`src/rtl/fifo_sync_param.sv`:
```
// Parametrised single-clock FIFO with threshold flags, occupancy count and sticky error flags.
// Define FIFO_SYNC_FWFT_EN for a first-word-fall-through read port; default is a registered read.
module fifo_sync_param #(
  parameter int unsigned DSIZE     = 8,
  parameter int unsigned ASIZE     = 4,
  parameter int unsigned AFULL_TH  = 2**ASIZE - 2,
  parameter int unsigned AEMPTY_TH = 2
) (
  input  logic             clk,
  input  logic             rst_n,
  input  logic             wr_en,
  input  logic [DSIZE-1:0] wdata,
  input  logic             rd_en,
  input  logic             clr_err,
  output logic [DSIZE-1:0] rdata,
  output logic             rd_valid,
  output logic             full,
  output logic             empty,
  output logic             almost_full,
  output logic             almost_empty,
  output logic [ASIZE:0]   count,
  output logic             overflow,
  output logic             underflow
);

  localparam int unsigned DEPTH = 2**ASIZE;
  localparam logic [ASIZE:0] AFullTh  = (ASIZE+1)'(AFULL_TH);
  localparam logic [ASIZE:0] AEmptyTh = (ASIZE+1)'(AEMPTY_TH);

  logic [ASIZE:0]   wptr_q, wptr_d;
  logic [ASIZE:0]   rptr_q, rptr_d;
  logic             overflow_q, overflow_d;
  logic             underflow_q, underflow_d;
  logic [DSIZE-1:0] mem_q [DEPTH];
  logic             wr_acc, rd_acc;
  logic [ASIZE-1:0] waddr, raddr;

  // Status decode from registered pointers only; the wrap bit separates full from empty.
  always_comb begin
    empty        = (wptr_q == rptr_q);
    full         = (wptr_q[ASIZE] != rptr_q[ASIZE]) &&
                   (wptr_q[ASIZE-1:0] == rptr_q[ASIZE-1:0]);
    count        = wptr_q - rptr_q;
    almost_full  = (count >= AFullTh);
    almost_empty = (count <= AEmptyTh);
    overflow     = overflow_q;
    underflow    = underflow_q;
  end

  always_comb begin
    wr_acc = wr_en & ~full;
    rd_acc = rd_en & ~empty;
    waddr  = wptr_q[ASIZE-1:0];
    raddr  = rptr_q[ASIZE-1:0];
    wptr_d = wr_acc ? wptr_q + 1'b1 : wptr_q;
    rptr_d = rd_acc ? rptr_q + 1'b1 : rptr_q;
  end

  // Sticky error flags; a clear in the same cycle as a new error wins.
  always_comb begin
    overflow_d  = overflow_q;
    underflow_d = underflow_q;
    if (wr_en && full)  overflow_d  = 1'b1;
    if (rd_en && empty) underflow_d = 1'b1;
    if (clr_err) begin
      overflow_d  = 1'b0;
      underflow_d = 1'b0;
    end
  end

  always_ff @(posedge clk or negedge rst_n) begin
    if (!rst_n) begin
      wptr_q      <= '0;
      rptr_q      <= '0;
      overflow_q  <= 1'b0;
      underflow_q <= 1'b0;
    end else begin
      wptr_q      <= wptr_d;
      rptr_q      <= rptr_d;
      overflow_q  <= overflow_d;
      underflow_q <= underflow_d;
    end
  end

  // Storage is deliberately not reset.
  always_ff @(posedge clk) begin
    if (wr_acc) mem_q[waddr] <= wdata;
  end

`ifdef FIFO_SYNC_FWFT_EN
  // Head word is presented combinationally; rdata is forced to zero while nothing is stored.
  always_comb begin
    rd_valid = ~empty;
    rdata    = empty ? '0 : mem_q[raddr];
  end
`else
  logic [DSIZE-1:0] rdata_q, rdata_d;
  logic             rd_valid_q, rd_valid_d;

  always_comb begin
    rdata_d    = rd_acc ? mem_q[raddr] : rdata_q;
    rd_valid_d = rd_acc;
  end

  always_ff @(posedge clk or negedge rst_n) begin
    if (!rst_n) begin
      rdata_q    <= '0;
      rd_valid_q <= 1'b0;
    end else begin
      rdata_q    <= rdata_d;
      rd_valid_q <= rd_valid_d;
    end
  end

  always_comb begin
    rdata    = rdata_q;
    rd_valid = rd_valid_q;
  end
`endif

endmodule

```
`config.mk`:
```
export PLATFORM = sky130hd
export DESIGN_NAME = fifo_sync_param
export DESIGN_NICKNAME = d
export VERILOG_FILES = /design/src/rtl/fifo_sync_param.sv
export SDC_FILE = /design/constraint.sdc
export NUM_CORES = 1
export LEC_CHECK = 0
export ABC_AREA = 0
export CAP_MARGIN = 20
export CORE_ASPECT_RATIO = 1.4
export CORE_MARGIN = 2
export CORE_UTILIZATION = 59
export DETAILED_ROUTE_END_ITERATION = 7
export PLACE_DENSITY = 0.79
export SYNTH_ARGS = -nofsm -noshare
export SYNTH_HDL_FRONTEND = slang
export SYNTH_SLANG_ARGS = --single-unit
```
`constraint.sdc`:
```
create_clock -name clk -period 3.2 [get_ports clk]
set_input_delay 0.96 -clock clk [delete_from_list [all_inputs] [get_ports clk]]
set_output_delay 0.96 -clock clk [all_outputs]
set_load 0.02 [all_outputs]
```
==> metrics <==
area taken by multi-input logic gates 1600 um2; core region area 9950 um2; count of input and output buffers 32; Slew HR 0.461; unrepaired setup endpoints after global routing yes; largest buffer count on any clock path 2; highest ir drop seen on vdd 0.000483 V; die width 89.7 um; via count 3,522; post-route setup slack -0.0392 ns; Startpoint Class flop; Power Dens Cells 1050 nW/um2; worst path buffer plus inverter count 4; last weighted congestion value of the routability-driven placer 0.770; Worst Setup End Kind output port; outcome finished, violations left; Min-Delay Path Class flop to flop; commonest non-fill, non-tap cell in the layout sky130_fd_sc_hd__edfxtp_1; area leader, netlist sky130_fd_sc_hd__edfxtp_1; number of nets in the layout 464; number of buffers inserted during clock tree synthesis 17; number of global-route vias before repair 3,518; Syn. warnings 0; mean area per synthesized cell 16.2 um2; overflow left after global routing 0; overall routing resource usage 0.245; Vert. Die Dim 124 um; maximum net fanout on the critical path 2; pre-CTS setup slack -0.201 ns; Slowest Stage Delay on Critical Path 0.41 ns; Iteration-0 DRC Markers 333; number of antenna-violating nets in the routed design 0; Hold Worst Slack 0.504 ns; CP Data Arrival Time 2.28 ns; synth-to-layout area growth 22.8%; DRC viols 1; combinational cell fraction of total power 0.382; synthesized flop and latch total 149; net switching power 0.00259 W; final hold violations 0; share of total power in the clock network 0.296; internal cell power 0.00525 W; Slew Limit Fails 0; TritonRoute pass-1 iters 7; cell row count 43; most used cell along the critical path sky130_fd_sc_hd__inv_2; global-route wire length before repair 19,000 um; initial antenna violation count 0; clock-pin slew on the worst setup and hold paths 0.06 ns; Filler cells 550; Sw Share 0.330; Critical Path Slowest Stage Cell sky130_fd_sc_hd__dfrtp_1; biggest area contributors in the synthesized netlist sky130_fd_sc_hd__edfxtp_1, sky130_fd_sc_hd__dfrtp_1, sky130_fd_sc_hd__mux2i_1; starting density of the core 0.609; cell leakage power 2.72 nW; failing checks DRC, setup timing; number of failing setup endpoints in the final timing report 2; number of distinct standard cells referenced by the synthesized netlist 38; CP delay by family, top adder cells; die area 11,100 um2; FF/Latch Area 4370 um2; commonest cells after routing, fill and taps aside sky130_fd_sc_hd__edfxtp_1, sky130_fd_sc_hd__buf_4, sky130_fd_sc_hd__mux2i_1; critical path type flop to output port; max-cap viol count 0; clock latency reported for the late side of the worst-skew pair 0.42 ns; register share of total power 0.322; post-layout min period 3.24 ns; Slew @ Worst Pin 0.809 ns; DP Wirelength 7830 um; worst-path cell chain inv_2 -> ha_4 -> inv_2 -> fa_2 -> buf_6 -> xor2_2 -> a21o_1 -> a211oi_2 -> buf_4; Cell Area, Synth 6060 um2; detail-routed net length per standard cell 21.3 um; fraction of synthesized cell area taken by the top area cell type 0.634; htree depth 4; sequential area share after synthesis 0.721; clock sinks 149; synthesized net count 397; DRT Wirelength 12,500 um; gate count of the mapped netlist 374; clock skew after layout 0.00667 ns; I/O pin cnt 33; f_max 309 MHz; share of the cycle needed by the critical path after routing 1.01; total inserted antenna cells 0; total negative setup slack -0.0557 ns; average via count per standard cell 5.98; fraction of layout cells with a size suffix above 1 0.216; post-route core utilization 0.748; TritonCTS clock tree done; post-route insts no fill 589; required time of the critical path 2.24 ns; largest net degree at the start of global routing 46; post-placement cell count 552; root cell of the clock tree sky130_fd_sc_hd__clkbuf_16
through the flow:
step	power [W]	cell area [um2]
2_1_floorplan	0.00438	6070
3_3_place_gp	0.00527	6670
3_5_place_dp	0.00537	6670
4_1_cts	0.00781	7430
5_1_grt	0.00816	7440
6_report	0.00784	7440
timing repair:
| item | 4_1_cts | 5_1_grt |
|---|---|---|
| resized for setup | 33 | 2 |
| setup endpoints to repair | 7 | 6 |
| hold buffers | 0 | 0 |
| setup buffers | 4 | 1 |
| pin swaps | 6 | 3 |
tightest hold or removal path: cells and delay by family (launching register included):
| kind | cells | cell delay (ns) |
|---|---|---|
| flops | 1 | 0.35 |
| simple gates | 1 | 0.07 |
| compound gates | 1 | 0.05 |
synth_stat cells:
cell                       number
sky130_fd_sc_hd__mux2_2         8
sky130_fd_sc_hd__o21ai_0        3
sky130_fd_sc_hd__nand3b_1       2
sky130_fd_sc_hd__a21boi_2       1
sky130_fd_sc_hd__mux2i_1       32
sky130_fd_sc_hd__buf_6          1
sky130_fd_sc_hd__nor3_1         4
sky130_fd_sc_hd__or3b_2         1
sky130_fd_sc_hd__ha_1           9
sky130_fd_sc_hd__nor2_1        31
sky130_fd_sc_hd__o21a_1         1
sky130_fd_sc_hd__dfrtp_1       21
sky130_fd_sc_hd__nand4_1        5
sky130_fd_sc_hd__clkbuf_1       4
sky130_fd_sc_hd__xor2_1         3
sky130_fd_sc_hd__buf_12         1
sky130_fd_sc_hd__a31oi_1        8
sky130_fd_sc_hd__fa_1           1
sky130_fd_sc_hd__mux4_2         7
sky130_fd_sc_hd__nor2b_1        9
sky130_fd_sc_hd__inv_1          8
sky130_fd_sc_hd__nand2_1        9
sky130_fd_sc_hd__and2_1         1
sky130_fd_sc_hd__buf_2         11
sky130_fd_sc_hd__or3_1          9
sky130_fd_sc_hd__clkbuf_2       1
sky130_fd_sc_hd__and4_1         1
sky130_fd_sc_hd__a21oi_1        3
sky130_fd_sc_hd__mux4_1         1
sky130_fd_sc_hd__nand3_1        1
sky130_fd_sc_hd__a211oi_1       9
sky130_fd_sc_hd__a21o_1         2
sky130_fd_sc_hd__o22ai_1       24
sky130_fd_sc_hd__a41o_1         1
sky130_fd_sc_hd__nand2b_1       3
sky130_fd_sc_hd__xnor2_1        9
sky130_fd_sc_hd__a21boi_1       1
sky130_fd_sc_hd__edfxtp_1     128
power by group through the flow:
stage,Clock [W],Sequential [W],Combinational (W)
floorplan,0,0.00262,0.00177
global placement,0,0.00254,0.00273
detailed placement,0,0.00255,0.00281
CTS,0.00233,0.00252,0.00296
global route,0.00242,0.00255,0.00319
finish,0.00232,0.00253,0.00300
sequential cells by signal (all words and copies together), names as in the netlist:
name	flops
mem_q	128
underflow	1
rd_valid	1
rptr_q	5
rdata	8
overflow	1
wptr_q	5
cell type report:
type	instances	share of cell area
sequential	149	0.587
multi-input combinational	199	0.215
inverter	8	0.00403
clock inverter	15	0.0373
timing repair buffer	66	0.0766
clock buffer	17	0.0571
tap	135	0.0227
cell families (layout without fill, tap and decap cells):
logic type / after synthesis / in the layout / share of synthesized area
simple gates: 76 / 76 / 0.0621
xor+xnor: 12 / 12 / 0.0173
buf+inv: 26 / 106 / 0.0225
flops: 149 / 149 / 0.721
fa+ha+maj: 10 / 10 / 0.0219
mux: 48 / 48 / 0.0980
compound gates: 53 / 53 / 0.0576
worst paths after layout:
| check | start | end | slack (ns) | cells after the start |
|---|---|---|---|---|
| min in group asynchronous | rst_n | rptr_q[1] | 0.88 | 2 |
| max in group asynchronous | rst_n | rptr_q[0] | 2.09 | 2 |
| min | overflow | overflow | 0.50 | 2 |
| max reg2reg | rptr_q[1] | mem_q[2][0] | 0.72 | 8 |
| max | wptr_q[0] | almost_empty | -0.04 | 9 |
| min reg2reg | overflow | overflow | 0.50 | 2 |
metal layers:
layer,vias up,part of all wire,GRT usage
met5,-,0,0
met4,0,0.035,0.119
met3,31,0.053,0.0570
met2,131,0.52,0.407
met1,1774,0.39,0.298
li1,1586,-,-
(Power assumes the default switching activity.)
